File: src/rtl/gray_counter_n_pkg.sv
// Shared definitions for the parametrised Gray-code counter family.
// Provides the binary-to-Gray helper, direction constants and the
// per-edge operation encoding used by gray_counter_n.
// Optional build macro honoured by gray_counter_n: GRAY_SATURATE_EN.

package gray_pkg;

    // Widest counter supported by the helper functions below.
    localparam int GRAY_MAX_WIDTH = 16;

    // Dir input encoding.
    localparam logic GRAY_DIR_UP   = 1'b0;
    localparam logic GRAY_DIR_DOWN = 1'b1;

    // What the counter does on a given rising edge, in priority order.
    typedef enum logic [1:0] {
        OP_HOLD = 2'd0,
        OP_LOAD = 2'd1,
        OP_UP   = 2'd2,
        OP_DOWN = 2'd3
    } gray_op_e;

    // Binary to reflected Gray code. Callers zero-extend their value to
    // GRAY_MAX_WIDTH and keep the low bits of the result; the zero fill
    // makes the top Gray bit equal the top binary bit as required.
    function automatic logic [GRAY_MAX_WIDTH-1:0] bin2gray(
        input logic [GRAY_MAX_WIDTH-1:0] x
    );
        return x ^ (x >> 1);
    endfunction

endpackage

File: src/rtl/gray_to_bin.sv
// Combinational Gray-to-binary converter.
// Each binary bit is the XOR of all Gray bits at or above its position,
// so there is no feedback inside the always-free prefix network.
// Kept standalone so pointer synchronisers can reuse it.

module gray_to_bin #(
    parameter int WIDTH = 3
) (
    input  logic [WIDTH-1:0] gray_i,
    output logic [WIDTH-1:0] bin_o
);

    genvar i;
    generate
        for (i = 0; i < WIDTH; i++) begin : g_prefix
            assign bin_o[i] = ^gray_i[WIDTH-1:i];
        end
    endgenerate

endmodule

File: src/rtl/gray_counter_n.sv
// Parametrised up/down Gray-code counter with Gray-coded load,
// sticky Overflow flag (software clear) and a one-cycle Wrap pulse.
// Output comes straight from a register so it is glitch-free.
// Build macro GRAY_SATURATE_EN: when defined the count saturates at
// all-ones / zero instead of wrapping; the blocked step still raises
// Wrap and Overflow. Undefined (default): modulo 2^WIDTH counting.

module gray_counter_n
    import gray_pkg::*;
#(
    parameter int WIDTH = 3,
    parameter int INIT  = 0
) (
    input  logic             Clk,
    input  logic             Reset,
    input  logic             En,
    input  logic             Dir,
    input  logic             Load,
    input  logic [WIDTH-1:0] LoadVal,
    input  logic             OvfClr,
    output logic [WIDTH-1:0] Output,
    output logic [WIDTH-1:0] BinOut,
    output logic             Wrap,
    output logic             Overflow
);

    localparam logic [WIDTH-1:0] INIT_BIN  = INIT[WIDTH-1:0];
    localparam logic [WIDTH-1:0] INIT_GRAY = INIT_BIN ^ (INIT_BIN >> 1);
    localparam logic [WIDTH-1:0] ALL_ONES  = '1;
    localparam logic [WIDTH-1:0] ALL_ZERO  = '0;
    localparam logic [WIDTH-1:0] ONE       = WIDTH'(1);

    logic [WIDTH-1:0] bin_q,  bin_d;
    logic [WIDTH-1:0] gray_q, gray_d;
    logic             wrap_q, wrap_d;
    logic             ovf_q,  ovf_d;

    logic [WIDTH-1:0]          loadBin;
    logic [GRAY_MAX_WIDTH-1:0] grayWide;
    gray_op_e                  op;
    logic                      wrapEvent;

    // Load value arrives in Gray code; convert it once for the binary register.
    gray_to_bin #(
        .WIDTH (WIDTH)
    ) u_load_conv (
        .gray_i (LoadVal),
        .bin_o  (loadBin)
    );

    // Pick this edge's operation: load beats enable, enable then uses Dir.
    always_comb begin
        op = OP_HOLD;
        if (Load) begin
            op = OP_LOAD;
        end else if (En) begin
            op = (Dir == GRAY_DIR_DOWN) ? OP_DOWN : OP_UP;
        end
    end

    // A wrap event is a step off either end of the range; loads never wrap.
    always_comb begin
        wrapEvent = 1'b0;
        case (op)
            OP_UP:   wrapEvent = (bin_q == ALL_ONES);
            OP_DOWN: wrapEvent = (bin_q == ALL_ZERO);
            default: wrapEvent = 1'b0;
        endcase
    end

    // Next binary count; the saturating build refuses to step past the ends.
    always_comb begin
        bin_d = bin_q;
        case (op)
            OP_LOAD: bin_d = loadBin;
`ifdef GRAY_SATURATE_EN
            OP_UP:   bin_d = wrapEvent ? bin_q : bin_q + ONE;
            OP_DOWN: bin_d = wrapEvent ? bin_q : bin_q - ONE;
`else
            OP_UP:   bin_d = bin_q + ONE;
            OP_DOWN: bin_d = bin_q - ONE;
`endif
            default: bin_d = bin_q;
        endcase
    end

    // Gray register tracks the next binary value so both update together.
    always_comb begin
        grayWide = bin2gray(GRAY_MAX_WIDTH'(bin_d));
        gray_d   = grayWide[WIDTH-1:0];
    end

    // Wrap pulses for one cycle per event; Overflow set takes priority over clear.
    always_comb begin
        wrap_d = wrapEvent;
        ovf_d  = ovf_q;
        if (wrapEvent) begin
            ovf_d = 1'b1;
        end else if (OvfClr) begin
            ovf_d = 1'b0;
        end
    end

    // State registers; async reset drops everything back to INIT at once.
    always_ff @(posedge Clk or negedge Reset) begin
        if (!Reset) begin
            bin_q  <= INIT_BIN;
            gray_q <= INIT_GRAY;
            wrap_q <= 1'b0;
            ovf_q  <= 1'b0;
        end else begin
            bin_q  <= bin_d;
            gray_q <= gray_d;
            wrap_q <= wrap_d;
            ovf_q  <= ovf_d;
        end
    end

    assign Output   = gray_q;
    assign BinOut   = bin_q;
    assign Wrap     = wrap_q;
    assign Overflow = ovf_q;

endmodule

File: config.mk
export PLATFORM = sky130hd
export DESIGN_NAME = gray_counter_n
export DESIGN_NICKNAME = d
export VERILOG_FILES = /design/src/rtl/gray_counter_n_pkg.sv /design/src/rtl/gray_to_bin.sv /design/src/rtl/gray_counter_n.sv
export SDC_FILE = /design/constraint.sdc
export NUM_CORES = 1
export LEC_CHECK = 0
export CORE_AREA = 2 2 39 41
export CTS_CLUSTER_SIZE = 14
export DETAILED_ROUTE_END_ITERATION = 7
export DIE_AREA = 0 0 41 43
export SLEW_MARGIN = 0
export SYNTH_ARGS = -nofsm -noshare
export SYNTH_HDL_FRONTEND = slang
export SYNTH_SLANG_ARGS = --single-unit
File: constraint.sdc
create_clock -name Clk -period 1.9 [get_ports Clk]
set_input_delay 0.38 -clock Clk [delete_from_list [all_inputs] [get_ports Clk]]
set_output_delay 0.38 -clock Clk [all_outputs]
set_load 0.02 [all_outputs]
==> results <==
- The flow ran to the end, and the final reports show no timing, DRC or antenna violations.
- The count of placed standard cells in the final layout, fillers left out is 78.
- The starting density of the core is 0.290.
- The initial antenna violation count was 0.
- In the finished design, the share of the clock period the worst path needs comes to 0.942.
- The total count of hold-check failures in the final report is 0.
- The detail route stage leaves a number of antenna-violating nets equal to 0.
- The start-to-end type of the worst setup path is primary input to flop.
- The worst hold path belongs to the class primary input to async pin.
- Clock latency on the worst-skew pair, taken at its later pin, is 240 ps.
- The adder-cell share of the synthesized area is 0.0312.
- The post-synthesis mux area share is 0.0903.
- The repair_antennas step left the layout with diodes totalling 0.
- The number of buffer cells added on primary ports is 16.
- Measured along the x axis, the die boundary spans 41 um.
- After synthesis, the largest family of logic cells by area is XOR/XNOR gates.
- Detailed routing placed a total of 47 um of wire on met3.
- The number of max-slew violations in the final report is 0.
- The initialized floorplan defines 14 standard-cell rows.
- The smallest clock period supported by the final layout is computed as 1790 ps.
- The number of distinct library cells after synthesis is 19.
- When the netlist entered floorplanning its net count stood at 47.
- The detailed router placed 331 vias in this run.
- The signed area change from the synthesized netlist to the final layout is 65.7%.
- Including well taps, the total number of placed cells is 74.
- STA puts the critical path data required time at 2030 ps.
- The number of DRC markers after the initial detailed-route iteration is 0.
- Across the VDD grid, the largest voltage drop is 0.340 mV.
- The number of failing setup endpoints in the final timing report is 0.
- The detailed-routing wirelength on met1 is 365 um.
- The synthesized netlist cell count is 37.
- The data arrival time at the worst-slack endpoint is 1920 ps.
- Entering global routing, the biggest net connects 8 pins.
- The die is 43 um tall.
- Buffers inserted during clock tree synthesis total 3.
- At the pin with the least slew margin, the transition time is 291 ps.
- The Yosys warning count is 0.
- The H-tree level count is 1.
- The remaining global-route overflow is 0.
- The clock transition at the registers of the reported paths is 50 ps.
- The wire length of the first global-routing pass is 1.30 mm.
- A synthesized cell averages 10.9 um2.
- The total standard cell area after synthesis is 402 um2.
- The pre-CTS worst setup slack is -462 ps.
- The via count of the first global-routing pass is 316.
- Setup repair after global routing left no endpoint under its margin.
- Routability-driven placement finished with a final weighted congestion of 0.705.
- The fraction of the core area covered by cells at the end of the flow is 0.481.
- The clock arrives with 5.85 ps of skew.
- The fraction of the mapped netlist area in compound gates is 0.0966.
- The highest net fanout along the worst path is 2.
- The tightest slew margin relative to the limit is 0.806.
- The floorplan step defined a core boundary enclosing 0.00138 mm2.
- Detailed placement finished with a half-perimeter wire length of 648 um.
- The post-detailed-routing wire length is 804 um.
- The buffer type at the clock tree root is sky130_fd_sc_hd__clkbuf_4.
- Synthesis inferred 7 register bits.
- The most critical setup path has its startpoint at Load.
- The boundary pin count is 17.
- Power spread over the standard cell area amounts to 928 mW/mm2.
- STA classifies the critical path endpoint as a flop.
- In the final layout, the share of cells above drive strength 1 is 0.258.
- Of the total synthesized cell area, the portion taken by XOR and XNOR cells is 0.174.
- The number of max-cap violations is 0.
- Based on the critical path, the design can be clocked at up to 559 MHz.
- The die covers 0.00176 mm2.
- The multi-input combinational cells in the finished layout cover a total of 233 um2.
- After detailed routing, the average wire length per cell comes to 10.3 um.
- The number of buffers inserted by post-CTS setup repair is 0.
- The clock tree from TritonCTS is built.
- Of the synthesized area, sequential elements account for 0.436.
- After clock tree synthesis, the flow added hold-fix buffers numbering 0.
- Across every metal layer, demand over resource in global routing totals 0.117.
- The kind of launch point of the worst setup path is a primary input.
- After filler insertion, the fill cell instance count of the layout stands at 149.
- The post-route DRC violation count is 0.
- After the last flow step, the layout net total stands at 73.
- The number of detailed-routing iterations run before antenna repair is 1.
- The average vias per placed instance is 4.24.
- In the post-route analysis, the smallest setup slack over all paths is 111 ps.
- Registers take 175 um2.
- The met2 wire length is 383 um.
- The simple-gate share of the synthesized area is 0.134.
- The detailed router used layers up to and including met4.
- The clock net sink count is 7.
- No sink is reached through more buffers than the 2 on the longest clock path.
- The total negative slack is 0 ps.
- The startpoint of the most critical register-to-register path is BinOut[1]$_DFF_PN0_.
- The leakage dissipation is 0.296 nW.
routing by layer:
| layer | vias up | global-route usage |
|---|---|---|
| li1 | 175 | - |
| met1 | 145 | 0.149 |
| met2 | 9 | 0.153 |
| met3 | 2 | 0.0314 |
| met4 | 0 | 0.100 |
| met5 | - | 0 |
critical path: stages:
cell,delay [ps]
sky130_fd_sc_hd__clkdlybuf4s15_1,210
sky130_fd_sc_hd__nor2b_4,130
sky130_fd_sc_hd__nand2_2,70
sky130_fd_sc_hd__xnor2_2,130
sky130_fd_sc_hd__ha_1,280
sky130_fd_sc_hd__mux2i_2,200
sky130_fd_sc_hd__xnor2_1,160
sky130_fd_sc_hd__xnor2_1,90
sky130_fd_sc_hd__mux2_4,260
where the power goes:
group	switching (mW)	total, mW	internal (mW)
Clock	0.0469	0.127	0.0796
Combinational	0.126	0.290	0.165
Sequential	0.0226	0.201	0.178
cell usage in the layout, fill, tap and decap left out, drive strengths merged, types with 2 or more instances in the layout:
master         netlist  final
nor2                 2      2
clkdlybuf4s50        0     13
buf                  1      6
nand2                2      2
o21ai                2      2
xor2                 3      3
mux2                 2      2
a21oi                2      2
clkbuf               0      4
nor2b                2      2
dfrtp                7      7
inv                  2      2
xnor2                5      5
clkdlybuf4s15        0      2
layout make-up:
class                      count  area share
clock buffer                   4      0.0395
multi-input combinational     27       0.350
tap                           16      0.0301
inverter                       2      0.0113
timing repair buffer          22       0.306
sequential                     7       0.263
cells in the mapped netlist, drive strengths merged:
master  number  area, um2
buf          1       7.51
xor2         3       26.3
nor2b        2       12.5
inv          2       7.51
dfrtp        7        175
nor2         2       7.51
nand4b       1       8.76
mux2         2       26.3
nor3b        1       7.51
or4b         1       10.0
ha           1       12.5
mux2i        1       10.0
nand2        2       7.51
o21ai        2       10.0
a21oi        2       10.0
xnor2        5       43.8
a21o         1       7.51
a21boi       1       11.3
registers in the layout (all words and copies together) (netlist names):
register  flops
Output        2
Wrap          1
BinOut        3
Overflow      1
stage by stage:
step	total power, mW	cell area, um2	hold slack, ps
3_5_place_dp	0.485	619	484
4_1_cts	0.623	653	386
2_1_floorplan	0.354	402	84.4
6_report	0.618	666	384
5_1_grt	0.664	666	385
3_3_place_gp	0.483	619	465
what timing repair did:
action / CTS / global route
gates resized for setup: 6 / 4
pin swaps: 4 / 4
setup endpoints to repair: 3 / 2
cells by family after synthesis:
kind of cell               after synthesis
AOI/OAI and AO/OA                        6
and+or+nand+nor                          9
muxes                                    3
buffers and inverters                    3
xor gates and xnor gates                 8
adders and majority gates                1
DFF                                      7
path summary, 6_finish.rpt:
check | to | slack, ps | cells after the start
max | Output[1]$_DFF_PN0_ | 110 | 9
min | Overflow$_DFFE_PN0P_ | 380 | 1
max reg2reg | Output[1]$_DFF_PN0_ | 240 | 6
min reg2reg | Overflow$_DFFE_PN0P_ | 480 | 1
max in group asynchronous | Wrap$_DFF_PN0_ | 1290 | 1
min in group Clk | Overflow$_DFFE_PN0P_ | 480 | 1
Note: power is estimated with default switching activity, not from simulation.
